$ cat config.mk
export PLATFORM = sky130hd
export DESIGN_NAME = rf_wr_arb
export DESIGN_NICKNAME = d
export VERILOG_FILES = /design/src/rtl/rf_arb_pkg.sv /design/src/rtl/rf_wr_slot.sv /design/src/rtl/rf_wr_arb.sv
export SDC_FILE = /design/constraint.sdc
export NUM_CORES = 1
export LEC_CHECK = 0
export ABC_AREA = 1
export CAP_MARGIN = 30
export CORE_MARGIN = 5
export CORE_UTILIZATION = 40
export CTS_CLUSTER_SIZE = 10
export DETAILED_ROUTE_END_ITERATION = 12
export GPL_TIMING_DRIVEN = 0
export PLACE_DENSITY = 0.71
export RECOVER_POWER = 50
export SLEW_MARGIN = 20
export SYNTH_ARGS = -nofsm -noshare
export SYNTH_HDL_FRONTEND = slang
export SYNTH_SLANG_ARGS = --single-unit
$ cat constraint.sdc
create_clock -name clk -period 1.7 [get_ports clk]
set_input_delay 0.34 -clock clk [delete_from_list [all_inputs] [get_ports clk]]
set_output_delay 0.34 -clock clk [all_outputs]
set_load 0.005 [all_outputs]
$ cat src/rtl/rf_arb_pkg.sv
// Shared types and default sizes for the register-file write-port arbiter.
package rf_arb_pkg;

   localparam int DEF_PW = 4;
   localparam int DEF_DW = 8;

   typedef enum logic {
      SRC_ALU = 1'b0,
      SRC_MEM = 1'b1
   } src_e;

   typedef struct packed {
      logic [DEF_PW-1:0] addr;
      logic [DEF_DW-1:0] data;
   } wb_req_t;

endpackage

$ cat src/rtl/rf_wr_slot.sv
// One-entry writeback holding slot: storage, full flag, ready logic and read-hazard compare.
module rf_wr_slot #(
   parameter int PW = 4,
   parameter int DW = 8
) (
   input  logic          clk,
   input  logic          reset,
   input  logic          in_valid,
   input  logic [PW-1:0] in_addr,
   input  logic [DW-1:0] in_data,
   input  logic          grant,
   input  logic [PW-1:0] rd_addr_a,
   input  logic [PW-1:0] rd_addr_b,
   output logic          ready,
   output logic          full,
   output logic [PW-1:0] addr,
   output logic [DW-1:0] data,
   output logic          hz_a,
   output logic          hz_b
);

   logic          full_reg;
   logic [PW-1:0] addr_reg;
   logic [DW-1:0] data_reg;
   logic          capture;

   assign ready = ~full_reg | grant;

   // A grant while empty is a bypass write: the request leaves directly and is not stored.
   assign capture = in_valid & ready & ~(grant & ~full_reg);

   always_ff @(posedge clk) begin
      if (reset) begin
         full_reg <= 1'b0;
         addr_reg <= '0;
         data_reg <= '0;
      end else if (capture) begin
         full_reg <= 1'b1;
         addr_reg <= in_addr;
         data_reg <= in_data;
      end else if (grant) begin
         full_reg <= 1'b0;
      end
   end

   assign full = full_reg;
   assign addr = addr_reg;
   assign data = data_reg;
   assign hz_a = full_reg & (addr_reg == rd_addr_a);
   assign hz_b = full_reg & (addr_reg == rd_addr_b);

endmodule

$ cat src/rtl/rf_wr_arb.sv
// Shares the register-file write port between the ALU and load writeback slots.
// Build option RF_WR_ARB_BYPASS_EN: an empty-slot request may be written in its own accept cycle.
module rf_wr_arb
   import rf_arb_pkg::*;
#(
   parameter int PW = rf_arb_pkg::DEF_PW,
   parameter int DW = rf_arb_pkg::DEF_DW
) (
   input  logic          clk,
   input  logic          reset,
   input  logic          alu_valid,
   input  logic [PW-1:0] alu_addr,
   input  logic [DW-1:0] alu_data,
   output logic          alu_ready,
   input  logic          mem_valid,
   input  logic [PW-1:0] mem_addr,
   input  logic [DW-1:0] mem_data,
   output logic          mem_ready,
   input  logic [PW-1:0] rd_addrA,
   input  logic [PW-1:0] rd_addrB,
   output logic          hz_a,
   output logic          hz_b,
   output logic          wr_en,
   output logic [PW-1:0] wr_addr,
   output logic [DW-1:0] wr_data,
   output logic          busy
);

   // Index 0 is the ALU source, index 1 the load source.
   logic [1:0]    in_valid;
   logic [1:0]    full;
   logic [1:0]    ready;
   logic [1:0]    grant;
   logic [1:0]    cand;
   logic [1:0]    hz_a_v;
   logic [1:0]    hz_b_v;
   logic [PW-1:0] in_addr   [2];
   logic [DW-1:0] in_data   [2];
   logic [PW-1:0] slot_addr [2];
   logic [DW-1:0] slot_data [2];
   logic [PW-1:0] cand_addr [2];
   logic [DW-1:0] cand_data [2];

   src_e last_grant_reg;
   src_e last_grant_next;
   src_e grant_src;
   logic grant_any;

   assign in_valid   = {mem_valid, alu_valid};
   assign in_addr[0] = alu_addr;
   assign in_addr[1] = mem_addr;
   assign in_data[0] = alu_data;
   assign in_data[1] = mem_data;

   generate
      for (genvar gi = 0; gi < 2; gi++) begin : g_slot
         rf_wr_slot #(
            .PW(PW),
            .DW(DW)
         ) u_slot (
            .clk      (clk),
            .reset    (reset),
            .in_valid (in_valid[gi]),
            .in_addr  (in_addr[gi]),
            .in_data  (in_data[gi]),
            .grant    (grant[gi]),
            .rd_addr_a(rd_addrA),
            .rd_addr_b(rd_addrB),
            .ready    (ready[gi]),
            .full     (full[gi]),
            .addr     (slot_addr[gi]),
            .data     (slot_data[gi]),
            .hz_a     (hz_a_v[gi]),
            .hz_b     (hz_b_v[gi])
         );

         // An empty slot can only be a candidate through bypass, so it presents the live request.
         assign cand_addr[gi] = full[gi] ? slot_addr[gi] : in_addr[gi];
         assign cand_data[gi] = full[gi] ? slot_data[gi] : in_data[gi];
      end
   endgenerate

`ifdef RF_WR_ARB_BYPASS_EN
   assign cand = full | in_valid;
`else
   assign cand = full;
`endif

   always_comb begin
      grant_any = 1'b0;
      grant_src = SRC_ALU;
      if (!reset) begin
         case (cand)
            2'b01: begin
               grant_any = 1'b1;
               grant_src = SRC_ALU;
            end
            2'b10: begin
               grant_any = 1'b1;
               grant_src = SRC_MEM;
            end
            2'b11: begin
               grant_any = 1'b1;
               // Same destination: the ALU result is the younger write, so it must land last.
               if (cand_addr[0] == cand_addr[1]) begin
                  grant_src = SRC_MEM;
               end else if (last_grant_reg == SRC_MEM) begin
                  grant_src = SRC_ALU;
               end else begin
                  grant_src = SRC_MEM;
               end
            end
            default: begin
               grant_any = 1'b0;
            end
         endcase
      end
   end

   assign grant[0] = grant_any & (grant_src == SRC_ALU);
   assign grant[1] = grant_any & (grant_src == SRC_MEM);

   always_comb begin
      last_grant_next = last_grant_reg;
      if (grant_any) begin
         last_grant_next = grant_src;
      end
   end

   always_ff @(posedge clk) begin
      if (reset) begin
         last_grant_reg <= SRC_MEM;
      end else begin
         last_grant_reg <= last_grant_next;
      end
   end

   always_comb begin
      wr_en   = grant_any;
      wr_addr = '0;
      wr_data = '0;
      if (grant_any) begin
         if (grant_src == SRC_MEM) begin
            wr_addr = cand_addr[1];
            wr_data = cand_data[1];
         end else begin
            wr_addr = cand_addr[0];
            wr_data = cand_data[0];
         end
      end
   end

   assign alu_ready = ready[0];
   assign mem_ready = ready[1];
   assign busy      = ~reset & (|full);
   assign hz_a      = ~reset & (|hz_a_v);
   assign hz_b      = ~reset & (|hz_b_v);

endmodule

==> reports/results.ini <==
[layout]
syn_to_final_growth_pct = 65.5
fin_nets = 466
layoutNonFillerInstCount = 496
diodes = 0
drive_gt1_share_pct = 36.6
largest_register_ffs = 16
final_cell_area_sq_um = 3300

[setup_path]
worstPathCellList = inv_1 -> nand2_1 -> nand2_1 -> nand2_1 -> nand2_1 -> nand2_1 -> inv_2 -> nand2_2 -> nand2_4 -> buf_6 -> nand3_4 -> buf_6 -> clkinv_8 -> a21oi_2 -> buf_2
slowest_delay_ns = 0.43
worst_ep_required_time_ns = 1.36
crit_type = reg2out
critPathLaunchType = flop
r2r_cells = 18
crit_arrival_ns = 2.04
critPathSlowestCell = dfxtp_1
crit_fanout = 8
endpoint_kind = output pin
crit_top_cell = nand2_1

[power]
p_int_uw = 1280
irDropWorstVdd_uv = 369
power_frac_comb_pct = 43.5
p_seq_share_pct = 37.2
pwr-share-clk_pct = 19.4
power.share.switching_pct = 35.9
powerDensity_nw_per_um2 = 606
leakagePower_uw = 0.00162
power_switching_uw = 717

[timing]
fin_crit_sh_pct = 140
rsz0062_at_grt = true
tightest_slew_ns = 0.668
min_period_ns = 2.38
skew_ns = 0.00286
slew_viol_final = 0
slew_headroom_pct = 55.4
fmax_ghz = 0.420
setup_viol = 44
hold_viol_final = 0
setup_slack_ns = -0.682

[flow_run]
drv_cap = 0

[detailed_routing]
firstDrtPassIters = 4
vias_per_cell = 5.12
drt_wl_total_microns = 7230
ant_nets = 0
post-route-drc-count = 0
drtIter0Drc = 127
vias = 2538
wl_per_cell_microns = 14.6

[synth]
yosysTopAreaCell = dfxtp_1
yosysMostFrequentCell = nand2_1
synth_cells = 338
syn-cell-area_sq_um = 1990
yosys_warnings = 0
synth-seq-area-share_pct = 27.1
synth_area_leaders = dfxtp_1 27%, nand2_1 20%, nor2_1 8.5%
syn_area_per_cell_sq_um = 5.90
synth_common_cells = 105 x nand2_1, 45 x nor2_1, 41 x inv_1
yosys_register_bits = 27
async_flop_share_pct = 0
synth-main-ff-cell = dfxtp_1
netlist.area_leader.share_pct = 27.1
syn-num-nets = 374
synth_edf_count = 0
ys_types = 28

[grt]
grt_overflow = 0
grt_util_all_layers_pct = 21.9
grt_max_degree = 15
antenna_found_initial = 0
first_global_vias = 2483
grt_pass1_wl_microns = 11200

[status]
failed_checks = negative setup slack
status = complete, but fails checks

[clocking]
cts_buffers = 3
clock_latency_ns = 0.28
clock-sinks = 27
hold_buffers = 0
cts_tree = done
htree_levels = 1
cts_buffer_depth = 2
cts_root_buf = clkbuf_8
clk_pin_slew_ns = 0.10

[place]
place_congestion = 0.895
dpl.cell_count = 457
portBuffers = 52
dp.final_hpwl_microns = 4500
placedInstanceArea_sq_um = 2630

[floorplan]
die_x_microns = 80.6
rows = 25
initial_core_util_pct = 41.6
die_y_microns = 80.6
coreArea_sq_um = 4790
boundaryPins = 54
dieArea_sq_um = 6490

[hold_path]
hold_depth = 5
worstHoldPathType = in2reg

-- power groups by stage --
stage,clock network [uW],logic [uW],registers [uW]
final,387,868,742
after global routing,431,939,748
after CTS,380,782,730
after detailed placement,0,625,739
after global placement,0,617,738
after floorplan,0,387,729
-- stage by stage --
step | worst slack, ns | TNS (ns) | utilization [%] | hold slack [ns] | total power [uW]
6_report | -0.682 | -18.87 | 68.9 | 0.439 | 2000
4_1_cts | -0.653 | -17.24 | 65.0 | 0.486 | 1890
3_5_place_dp | -1.06 | -27.83 | 55.0 | 0.459 | 1360
2_1_floorplan | -0.0748 | -0.753 | - | 0.402 | 1120
3_3_place_gp | -1.08 | -28.10 | 55.0 | 0.452 | 1350
5_1_grt | -0.781 | -22.99 | 68.9 | 0.457 | 2120
-- placed cells by master, fill, tap and decap left out, types with 2 or more instances in the layout --
master / netlist / routed
clkdlybuf4s50_1: 0 / 22
buf_1: 2 / 2
nand2_2: 5 / 16
o22ai_2: 0 / 3
nor2_4: 0 / 4
o21ai_2: 0 / 7
buf_2: 2 / 16
nand3_1: 24 / 14
inv_2: 2 / 5
dfxtp_1: 27 / 21
nor2_2: 0 / 8
nor2_1: 45 / 33
dfxtp_2: 0 / 4
nand2_4: 1 / 6
o22ai_1: 7 / 4
nand2_1: 105 / 89
buf_6: 7 / 29
o2111ai_1: 4 / 4
buf_16: 0 / 2
clkbuf_8: 0 / 4
o211ai_1: 2 / 2
buf_4: 3 / 14
o21ai_0: 15 / 8
a21oi_1: 30 / 16
dfxtp_4: 0 / 2
a221oi_2: 0 / 2
a21oi_2: 0 / 13
xor2_1: 2 / 2
dlymetal6s2s_1: 0 / 3
buf_8: 0 / 3
nand3_2: 0 / 10
a21oi_4: 1 / 2
clkbuf_1: 4 / 4
dlygate4sd2_1: 0 / 9
inv_1: 41 / 36
-- critical path: cells and delay by family, from the launching register on --
kind,cells,cell delay (ns)
compound gates,1,0.12
buf+inv,6,0.65
simple gates,8,0.55
flops,1,0.43
-- path summary, 6_finish.rpt --
check / from / to / slack (ns)
max: g_slot[1].u_slot.addr[3] / wr_data[7] / -0.68
min: mem_addr[1] / g_slot[1].u_slot.addr[1] / 0.44
max reg2reg: g_slot[1].u_slot.addr[3] / g_slot[1].u_slot.addr[1] / -0.51
min reg2reg: g_slot[1].u_slot.data[2] / g_slot[1].u_slot.data[2] / 0.48
-- timing repair --
item	CTS	global route
cloned	6	1
gates resized for setup	153	51
endpoints found under the setup margin	42	44
pin swaps	26	17
setup buffers	24	6
-- cell type report --
type / count / area [sq um]
buffer: 18 / 169
clock buffer: 4 / 45.0
fill: 381 / 1490
inverter: 43 / 181
multi-input combinational: 249 / 1440
sequential: 27 / 553
tap: 67 / 83.8
timing repair buffer: 87 / 820
timing repair inverter: 1 / 6.26
-- cells by family after synthesis --
kind of cell	after synthesis	share of synthesized area (%)
xor gates and xnor gates	3	1.32
DFF	27	27.1
buffers and inverters	62	15.2
AOI/OAI and AO/OA	64	18.8
and+or+nand+nor	182	37.6
-- layer usage --
layer | wire length, microns | vias up | track usage, %
met5 | 0 | - | 0
met4 | 119 | 0 | 5.41
met3 | 487 | 15 | 3.70
met2 | 3480 | 91 | 39.2
met1 | 3140 | 1172 | 26.8
li1 | - | 1260 | -
Power figures use the tool's default switching activity.
